`config.mk`:
```
export PLATFORM = sky130hd
export DESIGN_NAME = packet_switch_fifo_rd_ctrl_flat
export DESIGN_NICKNAME = d
export VERILOG_FILES = /design/src/rtl/packet_switch_fifo_rd_pkg.sv /design/src/rtl/packet_switch_fifo_rd_ctrl_if.sv /design/src/rtl/packet_switch_skid2.sv /design/src/rtl/packet_switch_fifo_rd_ctrl.sv /design/src/flat_wrapper.sv
export SDC_FILE = /design/constraint.sdc
export NUM_CORES = 1
export LEC_CHECK = 0
export CAP_MARGIN = 20
export CORE_MARGIN = 5
export CORE_UTILIZATION = 50
export DETAILED_ROUTE_END_ITERATION = 12
export GPL_TIMING_DRIVEN = 0
export PLACE_DENSITY = 0.82
export SYNTH_ARGS = -nofsm -noshare
export SYNTH_HDL_FRONTEND = slang
export SYNTH_SLANG_ARGS = --single-unit
```
`constraint.sdc`:
```
create_clock -name clk1 -period 4.07 [get_ports clk1]
set_clock_uncertainty 0.2 [all_clocks]
set_input_delay 0.814 -clock clk1 [delete_from_list [all_inputs] [get_ports clk1]]
set_output_delay 0.814 -clock clk1 [all_outputs]
set_load 0.005 [all_outputs]
```
`src/rtl/packet_switch_fifo_rd_pkg.sv`:
```
// Shared types for the packet FIFO read-side controller.
// FIFO word layout is {sop, eop, data}; sop/eop offsets are relative to the payload width.
package packet_switch_fifo_rd_pkg;

  localparam int PKT_DWD = 64;
  localparam int SOP_OFS = 1;
  localparam int EOP_OFS = 0;

  typedef enum logic [1:0] {
    IDLE  = 2'd0,
    PKT   = 2'd1,
    FLUSH = 2'd2
  } rd_state_e;

  typedef struct packed {
    logic               sop;
    logic               eop;
    logic [PKT_DWD-1:0] data;
  } fifo_word_t;

endpackage

```
`src/rtl/packet_switch_fifo_rd_ctrl_if.sv`:
```
// FIFO read port plus downstream valid/ready stream.
// The master side is the read controller; the slave side is the FIFO and the downstream stage.
interface packet_switch_fifo_rd_ctrl_if #(parameter int DWD = 64);

  logic [DWD+1:0] fifo_dout;
  logic           fifo_rdempty;
  logic           fifo_rdreq;
  logic [DWD-1:0] out_data;
  logic           out_sop;
  logic           out_eop;
  logic           out_valid;
  logic           out_ready;

  modport master (
    input  fifo_dout, fifo_rdempty, out_ready,
    output fifo_rdreq, out_data, out_sop, out_eop, out_valid
  );

  modport slave (
    output fifo_dout, fifo_rdempty, out_ready,
    input  fifo_rdreq, out_data, out_sop, out_eop, out_valid
  );

endinterface

```
`src/rtl/packet_switch_skid2.sv`:
```
// Two-entry registered buffer; head entry drives the output, occupancy is exported.
// Caller must not push when occ_o == 2 unless it also pops that cycle.
module packet_switch_skid2 #(
  parameter int W = 66
) (
  input  logic         clk1,
  input  logic         rst,
  input  logic         push_i,
  input  logic [W-1:0] push_dat_i,
  input  logic         pop_i,
  output logic [W-1:0] head_o,
  output logic         vld_o,
  output logic [1:0]   occ_o
);

  logic [W-1:0] e0_q, e0_d, e1_q, e1_d;
  logic [1:0]   occ_q, occ_d;
  logic         vld_q, vld_d;
  logic         pop_ok;

  always_comb begin
    e0_d   = e0_q;
    e1_d   = e1_q;
    occ_d  = occ_q;
    pop_ok = pop_i && (occ_q != 2'd0);
    unique case ({push_i, pop_ok})
      2'b10: begin
        if (occ_q == 2'd0) e0_d = push_dat_i;
        else               e1_d = push_dat_i;
        occ_d = occ_q + 2'd1;
      end
      2'b01: begin
        e0_d  = e1_q;
        occ_d = occ_q - 2'd1;
      end
      2'b11: begin
        // Occupancy is unchanged; the new word goes behind whatever remains.
        if (occ_q == 2'd1) begin
          e0_d = push_dat_i;
        end else begin
          e0_d = e1_q;
          e1_d = push_dat_i;
        end
      end
      default: ;
    endcase
    vld_d = (occ_d != 2'd0);
  end

  always_ff @(posedge clk1) begin
    if (rst) begin
      e0_q  <= '0;
      e1_q  <= '0;
      occ_q <= 2'd0;
      vld_q <= 1'b0;
    end else begin
      e0_q  <= e0_d;
      e1_q  <= e1_d;
      occ_q <= occ_d;
      vld_q <= vld_d;
    end
  end

  assign head_o = e0_q;
  assign vld_o  = vld_q;
  assign occ_o  = occ_q;

endmodule

```
`src/rtl/packet_switch_fifo_rd_ctrl.sv`:
```
// Drains a show-ahead packet FIFO into a valid/ready stream, checking SOP/EOP framing,
// supporting a one-packet flush and counting delivered packets and dropped words.
module packet_switch_fifo_rd_ctrl
  import packet_switch_fifo_rd_pkg::*;
#(
  parameter int DWD   = PKT_DWD,
  parameter int CNT_W = 32
) (
  input  logic                         clk1,
  input  logic                         rst,
  packet_switch_fifo_rd_ctrl_if.master bus,
  input  logic                         flush_req,
  output logic                         flush_busy,
  output logic                         frm_err,
  output logic [CNT_W-1:0]             pkt_cnt,
  output logic [CNT_W-1:0]             drop_cnt
);

  rd_state_e        state_q;
  logic             flush_pend_q;
  logic             frm_err_q;
  logic [CNT_W-1:0] pkt_cnt_q;
  logic [CNT_W-1:0] drop_cnt_q;

  logic [DWD+1:0]   head;
  logic             head_vld;
  logic [1:0]       occ;
  logic             w_sop, w_eop;
  logic             rdreq, push, discard, accept;

  assign w_sop = bus.fifo_dout[DWD+SOP_OFS];
  assign w_eop = bus.fifo_dout[DWD+EOP_OFS];

  // Pop depends only on registered state and FIFO status, never on out_ready.
  assign rdreq   = !bus.fifo_rdempty && ((state_q == FLUSH) || (occ != 2'd2));
  assign push    = rdreq && ((state_q == PKT) || ((state_q == IDLE) && w_sop));
  assign discard = rdreq && !push;
  assign accept  = head_vld && bus.out_ready;

  packet_switch_skid2 #(.W(DWD + 2)) u_skid (
    .clk1       (clk1),
    .rst        (rst),
    .push_i     (push),
    .push_dat_i (bus.fifo_dout),
    .pop_i      (bus.out_ready),
    .head_o     (head),
    .vld_o      (head_vld),
    .occ_o      (occ)
  );

  always_ff @(posedge clk1) begin
    if (rst) begin
      state_q      <= IDLE;
      flush_pend_q <= 1'b0;
      frm_err_q    <= 1'b0;
      pkt_cnt_q    <= '0;
      drop_cnt_q   <= '0;
    end else begin
      if (accept && head[DWD+EOP_OFS]) pkt_cnt_q <= pkt_cnt_q + CNT_W'(1);
      if (discard)                     drop_cnt_q <= drop_cnt_q + CNT_W'(1);
      if (flush_req)                   flush_pend_q <= 1'b1;
      unique case (state_q)
        IDLE: begin
          if (rdreq) begin
            if (!w_sop)      frm_err_q <= 1'b1;
            else if (!w_eop) state_q   <= PKT;
          end else if (flush_pend_q) begin
            state_q <= FLUSH;
          end
        end
        PKT: begin
          if (rdreq) begin
            // A stray SOP truncates the current packet and starts a new one.
            if (w_sop) frm_err_q <= 1'b1;
            if (w_eop) state_q   <= IDLE;
          end
        end
        FLUSH: begin
          if (rdreq && w_eop) begin
            flush_pend_q <= 1'b0;
            state_q      <= IDLE;
          end
        end
        default: state_q <= IDLE;
      endcase
    end
  end

  assign bus.fifo_rdreq = rdreq;
  assign bus.out_data   = head[DWD-1:0];
  assign bus.out_sop    = head[DWD+SOP_OFS];
  assign bus.out_eop    = head[DWD+EOP_OFS];
  assign bus.out_valid  = head_vld;

  assign flush_busy = flush_pend_q || (state_q == FLUSH);
  assign frm_err    = frm_err_q;
  assign pkt_cnt    = pkt_cnt_q;
  assign drop_cnt   = drop_cnt_q;

endmodule

```
`src/flat_wrapper.sv`:
```
// flat-port wrapper written by rule: the top's interface ports become plain ports
module packet_switch_fifo_rd_ctrl_flat import packet_switch_fifo_rd_pkg::*;
#(
  parameter int DWD   = PKT_DWD,
  parameter int CNT_W = 32
)
  (clk1, rst, flush_req, flush_busy, frm_err, pkt_cnt, drop_cnt, bus_fifo_dout, bus_fifo_rdempty, bus_out_ready, bus_fifo_rdreq, bus_out_data, bus_out_sop, bus_out_eop, bus_out_valid);
  packet_switch_fifo_rd_ctrl_if #(.DWD(DWD)) bus_i ();
  input  logic clk1;
  input  logic rst;
  input  logic flush_req;
  output logic flush_busy;
  output logic frm_err;
  output logic [CNT_W-1:0] pkt_cnt;
  output logic [CNT_W-1:0] drop_cnt;
  input wire logic [$bits(bus_i.fifo_dout)-1:0] bus_fifo_dout;
  input wire logic [$bits(bus_i.fifo_rdempty)-1:0] bus_fifo_rdempty;
  input wire logic [$bits(bus_i.out_ready)-1:0] bus_out_ready;
  output wire logic [$bits(bus_i.fifo_rdreq)-1:0] bus_fifo_rdreq;
  output wire logic [$bits(bus_i.out_data)-1:0] bus_out_data;
  output wire logic [$bits(bus_i.out_sop)-1:0] bus_out_sop;
  output wire logic [$bits(bus_i.out_eop)-1:0] bus_out_eop;
  output wire logic [$bits(bus_i.out_valid)-1:0] bus_out_valid;
  assign bus_i.fifo_dout = bus_fifo_dout;
  assign bus_i.fifo_rdempty = bus_fifo_rdempty;
  assign bus_i.out_ready = bus_out_ready;
  assign bus_fifo_rdreq = bus_i.fifo_rdreq;
  assign bus_out_data = bus_i.out_data;
  assign bus_out_sop = bus_i.out_sop;
  assign bus_out_eop = bus_i.out_eop;
  assign bus_out_valid = bus_i.out_valid;
  packet_switch_fifo_rd_ctrl #(.DWD(DWD), .CNT_W(CNT_W)) u_core (.clk1(clk1), .rst(rst), .bus(bus_i), .flush_req(flush_req), .flush_busy(flush_busy), .frm_err(frm_err), .pkt_cnt(pkt_cnt), .drop_cnt(drop_cnt));
endmodule
```
==> results by group, run 1 <==
Clock tree
  – Clock tree from TritonCTS: yes
  – CTS buffer count: 22
  – Clk_lat worst skew: around 0.50 ns
  – Root Buffer: clkbuf_16
  – CTS H-tree depth: 1
  – CTS sink count: ~200
  – Clock Pin Slew Worst Setup and Hold Paths: 0.06 ns
  – CTS max path bufs: 3
  – Cts hold-fix bufs: 0

Timing
  – Worst Max-Slew Pin Slew: approximately 0.67 ns
  – Final period util: 93.06%
  – Minimum clock period: between 3 and 4 ns
  – Final Max Slew Viols: 0
  – Worst slew margin: about 55%
  – Fin. Hold Viols: 0
  – Max Clock Freq: between 0.2 and 0.3 GHz
  – RSZ-0062 raised after global routing: false
  – Final setup fails: 0

Global routing
  – Largest net degree at the start of global routing: 15
  – Total GRT Usage: between 20% and 30%
  – Gr ovfl total: 0
  – Initial antenna violation count: 0
  – Number of global-route vias before repair: 8099
  – First-pass GRT wire length: ~40000 um

Synthesis
  – Flops & latches, synth: roughly 200
  – Most common library cells after synthesis: 203 x dfxtp_1, 155 x nand2_1, 108 x a21oi_1
  – YS warnings: 0
  – Synth async-reset ratio: 0%
  – Post-synth top area share: a little under half
  – Avg Inst Size Synth: approximately 8.4 sq um
  – Top cells by area, synth: dfxtp_1 47%, nand2_1 6.8%, a21oi_1 6.3%
  – Synth Net Count: about 1100
  – Main synth FF type: dfxtp_1
  – Syn Std Cell Area: around 0.0086 sq mm
  – Most numerous cell in the Yosys netlist: dfxtp_1
  – Post-synth EDFFs: 0
  – Post-Synthesis Cells: about 1000
  – Sequential area share after synthesis: 47.43%
  – Distinct cells, synth: 46
  – Synth area leader: dfxtp_1

Critical path
  – Reg2Reg Depth: 11
  – Worst r2r src: u_core.u_skid.occ_o[0]$_SDFF_PP0_
  – Startpoint Class: input pin
  – Worst Setup Path Type: input pin to flop
  – Req. time, crit path: ~4.3 ns
  – Crit-path max FO: 10
  – R2R Setup Slk: approximately 0.46 ns
  – Critical Path AT: 3.99 ns
  – Worst r2r dst: u_core.u_skid.head_o[30]$_SDFFE_PP0P_
  – CP endpoint kind: flop

Final layout
  – Nets@finish: around 1300
  – ANT cells: 0
  – Post-layout util: a little over two thirds
  – Share of layout cells above drive strength 1: about 5%
  – Synth-to-Final Area Change: 35.60%
  – Post-route design area: about 0.012 sq mm

Floorplanning
  – Die Y: ~140 um
  – # rows: between 40 and 50
  – I/O pin cnt: about 210
  – Core Area: ~0.017 sq mm
  – Die area: 0.01985 sq mm
  – Die W: 140.9 um
  – Starting Density: between 50 and 60%

Route
  – Via density: 5.724
  – Antenna viol nets, final: 0
  – Detailed-route wire length per cell: around 17 um
  – Drt pass-1 iters: 7
  – # DRC: 0
  – Overall via count from detail_route: 8506
  – Post-Route WL: 25050 um
  – DRT iter0 DRCs: ~470

Worst hold path
  – Hold Path End: u_core.u_skid.e1_q[46]$_SDFFE_PP0P_
  – Min-delay src: u_core.u_skid.e1_q[46]$_SDFFE_PP0P_
  – Hold WC Path Type: flop to flop
  – Hold Crit Depth: 2

Job
  – # Max-Cap Violations: 0

Power
  – Pleak: 0.003985 uW
  – Maximum VDD drop: roughly 0.35 mV
  – Power Dens Cells: roughly 420 mW/mm^2

Outcome
  – Status: finished, final reports clean

Placed design
  – Detailed placement HPWL: 17600 um
  – GPL Wtd Cong: about 0.85
  – Area of placed instances: 0.01088 sq mm
  – Port bufs: ~200
-- metal layers --
metal  global-route usage [%]  up-vias  routed length (um)
met1                    31.23     4040               10340
met3                    5.588       40                2199
met5                        0        -                   0
met2                    40.88      313               12060
li1                         -     4113                   -
met4                    5.660        0                 446
-- worst max-delay path by stage --
stage / from / end / cells after the start
2_1_floorplan: bus_fifo_rdempty / u_core.u_skid.head_o[52]$_SDFFE_PP0P_ / 10
3_3_place_gp: bus_fifo_rdempty / u_core.u_skid.head_o[34]$_SDFFE_PP0P_ / 11
3_5_place_dp: bus_fifo_rdempty / u_core.u_skid.head_o[60]$_SDFFE_PP0P_ / 11
4_1_cts: bus_fifo_rdempty / u_core.u_skid.head_o[30]$_SDFFE_PP0P_ / 11
5_1_grt: bus_fifo_rdempty / u_core.u_skid.head_o[30]$_SDFFE_PP0P_ / 11
6_report: bus_fifo_rdempty / u_core.u_skid.head_o[30]$_SDFFE_PP0P_ / 10
-- where the power goes --
part	internal [uW]	switching, uW	total (uW)	leakage (uW)
clock network	1230	810	2040	0.000375
logic	332	341	673	0.00195
registers	2120	76.2	2190	0.00166
total	3680	1230	4910	0.00399
-- timing repair --
item	4_1_cts	5_1_grt
resized for setup	0	2
hold endpoints to repair	0	0
setup buffers	0	0
endpoints found under the setup margin	0	19
-- metrics by stage --
| stage | instances | setup TNS (ns) | worst slack, ns | hold slack [ns] | total power, uW |
|---|---|---|---|---|---|
| 2_1_floorplan | 1023 | 0 | 0.8888 | 0.2360 | 2541 |
| 3_5_place_dp | 1446 | -12.65 | -0.2786 | 0.2462 | 2902 |
| 3_3_place_gp | 1446 | -7.386 | -0.2011 | 0.2410 | 2888 |
| 5_1_grt | 1486 | 0 | 0.1013 | 0.2705 | 5106 |
| 6_report | 1486 | 0 | 0.2825 | 0.2534 | 4905 |
| 4_1_cts | 1486 | 0 | 0.1920 | 0.2547 | 4936 |
-- logic make-up (layout without fill, tap and decap cells) --
group | Yosys count | after routing | share of synthesized area (%)
and+or+nand+nor | 389 | 389 | 21.33
AOI/OAI and AO/OA | 293 | 293 | 21.95
DFF | 203 | 203 | 47.43
buffers and inverters | 99 | 342 | 4.498
xor gates and xnor gates | 15 | 15 | 1.533
muxes | 15 | 15 | 1.942
adders and majority gates | 9 | 9 | 1.314
-- state kept, by name (all words and copies together) (netlist names) --
register / cells
u_core.drop_cnt: 32
u_core.u_skid.vld_o: 1
u_core.u_skid.e1_q: 66
u_core.flush_pend_q: 1
u_core.u_skid.occ_o: 2
u_core.frm_err: 1
u_core.pkt_cnt: 32
u_core.state_q: 2
u_core.u_skid.head_o: 66
-- cell usage in the layout, fill, tap and decap left out, drive strengths merged, types with 22 or more instances in the layout --
| cell | Yosys | routed |
|---|---|---|
| dfxtp | 203 | 203 |
| nor2 | 102 | 102 |
| clkdlybuf4s50 | 0 | 203 |
| nand2 | 155 | 155 |
| a211oi | 67 | 67 |
| clkbuf | 66 | 96 |
| or3 | 22 | 22 |
| o21ai | 24 | 24 |
| a22oi | 67 | 67 |
| a21oi | 108 | 108 |
-- layout make-up --
class                           instances  area [sq um]
Buffer                                 78         307.8
Clock buffer                           30         641.9
Clock inverter                         10         100.1
Fill cell                            1378          5082
Inverter                               21         78.83
Multi-Input combinational cell        721          4119
Sequential cell                       203          4064
Tap cell                              220         275.3
Timing Repair Buffer                  203          2032
-- critical path: stages --
cell and delay (ns):
clkdlybuf4s50_1 0.53, or3_1 0.44, or2_2 0.32, inv_1 0.11, ha_1 0.20, a21o_1 0.16, clkbuf_1 0.50, clkbuf_1 0.46
a22oi_1 0.18, a211oi_1 0.28
No activity file was read; power rests on OpenSTA's default activity.
==> inputs of run 2 (changes only) <==
--- a/config.mk
+++ b/config.mk
@@ -5,12 +5,13 @@
 export SDC_FILE = /design/constraint.sdc
 export NUM_CORES = 1
 export LEC_CHECK = 0
-export CAP_MARGIN = 20
+export CAP_MARGIN = 40
 export CORE_MARGIN = 5
 export CORE_UTILIZATION = 50
 export DETAILED_ROUTE_END_ITERATION = 12
 export GPL_TIMING_DRIVEN = 0
 export PLACE_DENSITY = 0.82
+export SLEW_MARGIN = 30
 export SYNTH_ARGS = -nofsm -noshare
 export SYNTH_HDL_FRONTEND = slang
 export SYNTH_SLANG_ARGS = --single-unit
==> constraint.sdc (replaced) <==
create_clock -name clk1 -period 4.07 [get_ports clk1]
set_clock_uncertainty 0.2 [all_clocks]
set_input_delay 0.407 -clock clk1 [delete_from_list [all_inputs] [get_ports clk1]]
set_output_delay 0.407 -clock clk1 [all_outputs]
set_load 0.005 [all_outputs]
==> run 2 against run 1 <==
Effect of this change:
- sequential cell count is the same
- critical path depth grew 2
- cell count is the same
- clock power is essentially flat
- critical path type is now flop to flop
- highest routed layer unchanged
==> results by group, run 2 (synthesis gave the netlist of run 1 again) <==
Critical path
  – CP endpoint kind: flop (unchanged)
  – Req. time, crit path: 4.27 ns (about the same)
  – Reg2Reg Depth: 12 (was 11)
  – R2R Setup Slk: 0.30 ns (was 0.46 ns)
  – Startpoint Class: flop (was input pin)
  – Critical Path AT: 3.97 ns (was 3.99 ns)
  – Worst r2r src: u_core.u_skid.occ_o[0]$_SDFF_PP0_ (unchanged)
  – Worst r2r dst: u_core.u_skid.head_o[30]$_SDFFE_PP0P_ (unchanged)
  – Worst Setup Path Type: flop to flop (was input pin to flop)
  – Crit-path max FO: 10 (unchanged)

Clock tree
  – CTS sink count: 203 (unchanged)
  – CTS max path bufs: 3 (unchanged)
  – Clk_lat worst skew: 0.50 ns (about the same)
  – Root Buffer: clkbuf_16 (unchanged)
  – CTS buffer count: 22 (unchanged)
  – CTS H-tree depth: 1 (unchanged)
  – Clock Pin Slew Worst Setup and Hold Paths: 0.06 ns (about the same)
  – Post-CTS Resized: 0 (unchanged)
  – Clock tree from TritonCTS: yes (unchanged)
  – Cts hold-fix bufs: 0 (unchanged)
  – # Post-CTS Setup Buffers: 0 (unchanged)

Power
  – Clock power share: 41.5% (was 41.6%)
  – Cell internal pwr: 3677 uW (about the same)
  – Power, Total: 4901 uW (was 4905 uW)
  – Net Sw Frac: 24.97% (was 25.03%)
  – Combinational group share of total power: 13.7% (about the same)
  – Pleak: 0.003982 uW (was 0.003985 uW)
  – Power Dens Cells: 421.9 mW/mm^2 (was 422.2 mW/mm^2)
  – NetSw: 1224 uW (was 1228 uW)
  – Maximum VDD drop: 0.3484 mV (was 0.3481 mV)
  – Sequential share of power: 44.7% (about the same)

Global routing
  – First-pass GRT wire length: 40400 um (unchanged)
  – Largest net degree at the start of global routing: 15 (unchanged)
  – Number of global-route vias before repair: 8099 (unchanged)
  – Total GRT Usage: 24.08% (unchanged)
  – Initial antenna violation count: 0 (unchanged)
  – Gr ovfl total: 0 (unchanged)

Timing
  – Setup WS post-layout: 0.3032 ns (was 0.2825 ns)
  – Max Clock Freq: 0.2655 GHz (was 0.2640 GHz)
  – Final Max Slew Viols: 0 (unchanged)
  – Worst slew margin: 55.09% (was 55.48%)
  – Minimum clock period: 3.767 ns (was 3.788 ns)
  – Final period util: 92.55% (was 93.06%)
  – Final setup fails: 0 (unchanged)
  – Fin. Hold Viols: 0 (unchanged)
  – Worst Max-Slew Pin Slew: 0.6730 ns (was 0.6672 ns)
  – RSZ-0062 raised after global routing: false (unchanged)
  – Setup tns final: 0 ns (unchanged)

Final layout
  – Post-route design area: 0.01162 sq mm (about the same)
  – Synth-to-Final Area Change: 35.59% (was 35.60%)
  – ANT cells: 0 (unchanged)
  – Most frequent cells in the layout: 203 x clkdlybuf4s50_1, 203 x dfxtp_1, 155 x nand2_1 (unchanged)
  – Post-layout util: 69.56% (was 69.57%)
  – Share of layout cells above drive strength 1: 4.818% (was 4.897%)
  – Nets@finish: 1330 (unchanged)
  – FILL cells: 1379 (was 1378)

Floorplanning
  – Die W: 140.9 um (unchanged)
  – # rows: 47 (unchanged)
  – I/O pin cnt: 205 (unchanged)
  – Starting Density: 51.30% (unchanged)
  – Die Y: 140.9 um (unchanged)
  – Core Area: 0.01670 sq mm (unchanged)
  – Die area: 0.01985 sq mm (unchanged)

Placed design
  – Area of placed instances: 0.01088 sq mm (unchanged)
  – GPL Wtd Cong: 0.8513 (unchanged)
  – Detailed placement HPWL: 17600 um (unchanged)
  – Port bufs: 203 (unchanged)
  – Place WS: 0.1284 ns (was -0.2786 ns)

Worst hold path
  – Min-delay src: rst (was u_core.u_skid.e1_q[46]$_SDFFE_PP0P_)
  – Hold Crit Depth: 3 (was 2)
  – Hold WC Path Type: input pin to flop (was flop to flop)
  – Hold Path End: u_core.pkt_cnt[31]$_SDFFE_PP0P_ (was u_core.u_skid.e1_q[46]$_SDFFE_PP0P_)

Route
  – Detailed-route wire length per cell: 16.81 um (was 16.86 um)
  – DRT iter0 DRCs: 473 (was 474)
  – Overall via count from detail_route: 8509 (was 8506)
  – Antenna viol nets, final: 0 (unchanged)
  – # DRC: 0 (unchanged)
  – Drt pass-1 iters: 6 (was 7)
  – Via density: 5.726 (was 5.724)
  – Post-Route WL: 24980 um (was 25050 um)

Outcome
  – Status: finished, final reports clean (unchanged)

Job
  – # Max-Cap Violations: 0 (unchanged)
==> run 2: cell types whose count changed in the layout (fill, tap and decap cells not counted) <==
cell / change
clkbuf_2: -1
clkbuf_1: +1
==> run 2: metrics by stage <==
stage          cells  hold WS (ns)
3_5_place_dp    1446        0.2462
4_1_cts         1486        0.2087
3_3_place_gp    1446        0.2410
2_1_floorplan   1023        0.2360
5_1_grt         1486        0.2680
6_report        1486        0.2223
==> run 2: final cells by class <==
| type | instances | area [sq um] | share of cell area (%) |
|---|---|---|---|
| inverters | 21 | 78.83 | 0.6785 |
| repair buffers | 203 | 2032 | 17.49 |
| clock buffers | 30 | 641.9 | 5.525 |
| multi-input cells | 721 | 4119 | 35.46 |
| clock inverters | 10 | 100.1 | 0.8616 |
| flip-flops and latches | 203 | 4064 | 34.98 |
| plain buffers | 78 | 306.5 | 2.639 |
| well taps | 220 | 275.3 | 2.369 |
==> run 2: critical path: stages, from the launching register on <==
cell	delay, ns
dfxtp_1	0.39
inv_1	0.09
ha_1	0.26
or3_1	0.37
or2_2	0.32
inv_1	0.11
ha_1	0.20
nand2b_1	0.10
a21oi_1	0.26
clkbuf_1	0.50
clkbuf_1	0.46
a22oi_1	0.15
a211oi_1	0.28
==> run 2: how the worst max path moves through the flow <==
stage | from | to | slack, ns | cells after the start
finish | u_core.u_skid.occ_o[0]$_SDFF_PP0_ | u_core.u_skid.head_o[30]$_SDFFE_PP0P_ | 0.30 | 12
floorplan | u_core.u_skid.occ_o[0]$_SDFF_PP0_ | u_core.u_skid.head_o[52]$_SDFFE_PP0P_ | 1.10 | 12
global route | u_core.u_skid.occ_o[0]$_SDFF_PP0_ | u_core.u_skid.head_o[30]$_SDFFE_PP0P_ | 0.05 | 12
detailed placement | bus_fifo_rdempty | u_core.u_skid.head_o[60]$_SDFFE_PP0P_ | 0.13 | 11
CTS | u_core.u_skid.occ_o[0]$_SDFF_PP0_ | u_core.u_skid.head_o[30]$_SDFFE_PP0P_ | 0.36 | 12
global placement | bus_fifo_rdempty | u_core.u_skid.head_o[34]$_SDFFE_PP0P_ | 0.21 | 11
==> run 2: power by group through the flow <==
stage	clock network, uW	registers [uW]	logic [uW]
floorplan	0	2220	316
finish	2040	2190	673
global route	2160	2210	741
global placement	0	2230	659
CTS	2070	2190	676
detailed placement	0	2230	670
==> run 2: routing by layer <==
layer,GRT usage (%),vias up,wire length [um]
li1,-,4117,-
met2,40.88,318,12060
met5,0,-,0
met3,5.588,36,2166
met1,31.23,4038,10320
met4,5.660,0,431
==> inputs of run 3 (changes only) <==
--- a/config.mk
+++ b/config.mk
@@ -7,10 +7,11 @@
 export LEC_CHECK = 0
 export CAP_MARGIN = 40
 export CORE_MARGIN = 5
-export CORE_UTILIZATION = 50
+export CORE_UTILIZATION = 45
 export DETAILED_ROUTE_END_ITERATION = 12
 export GPL_TIMING_DRIVEN = 0
-export PLACE_DENSITY = 0.82
+export HOLD_SLACK_MARGIN = 0.05
+export PLACE_DENSITY = 0.75
 export SLEW_MARGIN = 30
 export SYNTH_ARGS = -nofsm -noshare
 export SYNTH_HDL_FRONTEND = slang
==> run 3 against run 2 <==
Effect of this change:
- count of clock-buffer cells in the layout is the same
- sequential share of layout area is essentially flat
- register-to-register slack gained 0.07 ns
- critical path type unchanged
- maximum frequency grew 1.8%
==> results by group, run 3 (synthesis gave the netlist of run 1 again) <==
Outcome
  – Status: finished, final reports clean (unchanged)

Timing
  – Final setup fails: 0 (unchanged)
  – Minimum clock period: 3.701 ns (was 3.767 ns)
  – Fin. Hold Viols: 0 (unchanged)
  – Worst slew margin: 51.67% (was 55.09%)
  – Setup WS post-layout: 0.3693 ns (was 0.3032 ns)
  – Final Max Slew Viols: 0 (unchanged)
  – Worst Max-Slew Pin Slew: 0.7243 ns (was 0.6730 ns)
  – RSZ-0062 raised after global routing: false (unchanged)
  – Setup tns final: 0 ns (unchanged)
  – Max Clock Freq: 0.2702 GHz (was 0.2655 GHz)
  – Final period util: 90.93% (was 92.55%)

Route
  – Antenna viol nets, final: 0 (unchanged)
  – Detailed-route wire length per cell: 16.73 um (was 16.81 um)
  – DRT iter0 DRCs: 444 (was 473)
  – Post-Route WL: 25090 um (was 24980 um)
  – Drt pass-1 iters: 5 (was 6)
  – Overall via count from detail_route: 8329 (was 8509)
  – Via density: 5.553 (was 5.726)
  – # DRC: 0 (unchanged)

Global routing
  – First-pass GRT wire length: 40170 um (was 40400 um)
  – Initial antenna violation count: 1 (was 0)
  – Total GRT Usage: 21.82% (was 24.08%)
  – Largest net degree at the start of global routing: 14 (was 15)
  – Number of global-route vias before repair: 7881 (was 8099)
  – Gr ovfl total: 0 (unchanged)

Final layout
  – Post-layout util: 62.16% (was 69.56%)
  – Share of layout cells above drive strength 1: 4.739% (was 4.818%)
  – Synth-to-Final Area Change: 35.70% (was 35.59%)
  – ANT cells: 0 (unchanged)
  – Post-route insts no fill: 1500 (was 1486)
  – Nets@finish: 1330 (unchanged)
  – Most frequent cells in the layout: 203 x clkdlybuf4s50_1, 203 x dfxtp_1, 155 x nand2_1 (unchanged)

Critical path
  – Critical Path AT: 3.90 ns (was 3.97 ns)
  – CP endpoint kind: flop (unchanged)
  – Req. time, crit path: 4.27 ns (about the same)
  – Worst Setup Path Type: flop to flop (unchanged)
  – Crit-path max FO: 10 (unchanged)
  – Worst setup path start: u_core.u_skid.occ_o[0]$_SDFF_PP0_ (unchanged)
  – Startpoint Class: flop (unchanged)
  – R2R Setup Slk: 0.37 ns (was 0.30 ns)
  – Worst r2r src: u_core.u_skid.occ_o[0]$_SDFF_PP0_ (unchanged)

Clock tree
  – Clock tree from TritonCTS: yes (unchanged)
  – Clk_lat worst skew: 0.49 ns (was 0.50 ns)
  – CTS buffer count: 22 (unchanged)
  – CTS H-tree depth: 1 (unchanged)
  – Cts hold-fix bufs: 0 (unchanged)
  – # Post-CTS Setup Buffers: 0 (unchanged)
  – Clock Pin Slew Worst Setup and Hold Paths: 0.06 ns (about the same)
  – Post-CTS Resized: 0 (unchanged)
  – Root Buffer: clkbuf_16 (unchanged)
  – CTS sink count: 203 (unchanged)
  – CTS max path bufs: 3 (unchanged)

Placed design
  – GPL Wtd Cong: 0.8185 (was 0.8513)
  – Detailed placement HPWL: 17720 um (was 17600 um)
  – Port bufs: 203 (unchanged)
  – Place WS: 0.1113 ns (was 0.1284 ns)
  – Dpl cells: 1460 (was 1446)

Worst hold path
  – Min-delay src: rst (unchanged)
  – Hold WC Path Type: input pin to flop (unchanged)

Floorplanning
  – I/O pin cnt: 205 (unchanged)
  – Die W: 148.0 um (was 140.9 um)
  – Die area: 0.02190 sq mm (was 0.01985 sq mm)
  – Starting Density: 45.81% (was 51.30%)
  – Die Y: 148.0 um (was 140.9 um)
  – Core Area: 0.01871 sq mm (was 0.01670 sq mm)
  – # rows: 50 (was 47)

Power
  – Power Dens Cells: 419.7 mW/mm^2 (was 421.9 mW/mm^2)
  – Pleak: 0.003972 uW (was 0.003982 uW)
  – Maximum VDD drop: 0.2823 mV (was 0.3484 mV)
  – Power, Total: 4880 uW (was 4901 uW)

Job
  – # Max-Cap Violations: 0 (unchanged)
==> run 3: worst paths after layout <==
path                                                 to  cells past startpoint
setup reg to reg  u_core.u_skid.head_o[31]$_SDFFE_PP0P_                     12
hold / removal          u_core.pkt_cnt[31]$_SDFFE_PP0P_                      3
hold reg to reg     u_core.u_skid.e1_q[48]$_SDFFE_PP0P_                      2
setup / recovery  u_core.u_skid.head_o[31]$_SDFFE_PP0P_                     12
==> run 3: area by class of cell <==
class                      instances  area [sq um]
inverter                          21         78.83
timing repair buffer             203          2032
multi-input combinational        721          4119
clock inverter                    10         102.6
sequential                       203          4064
fill                            1617          7078
buffer                            78         306.5
clock buffer                      30         631.9
tap                              234         292.8
==> run 3: per-stage QoR <==
step | instance area, sq um | hold WS [ns]
after global placement | 10890 | 0.2410
after detailed placement | 10890 | 0.2460
after global routing | 11630 | 0.2612
after CTS | 11630 | 0.2160
final | 11630 | 0.2187
after floorplan | 8568 | 0.2360
==> run 3: report_power, final <==
group	switching, uW	total (uW)	internal, uW
combinational	341	673	332
clock	801	2020	1210
sequential	74.7	2190	2120
total	1220	4880	3660
==> run 3: per-layer routing <==
layer,GRT usage [%],vias up,wire [um]
li1,-,4120,-
met1,28.45,3891,10700
met2,35.69,269,11700
met3,6.070,47,2057
met4,6.005,2,622
met5,0,-,13
==> run 3: critical path, cell delays in order (launching register included) <==
cell and delay (ns):
dfxtp_1 0.39, inv_1 0.09, ha_1 0.26, or3_1 0.37, or2_2 0.32, inv_1 0.11, ha_1 0.19, nand2b_1 0.09
a21oi_1 0.24, clkbuf_1 0.50, clkbuf_1 0.45, a22oi_1 0.12, a211oi_1 0.27
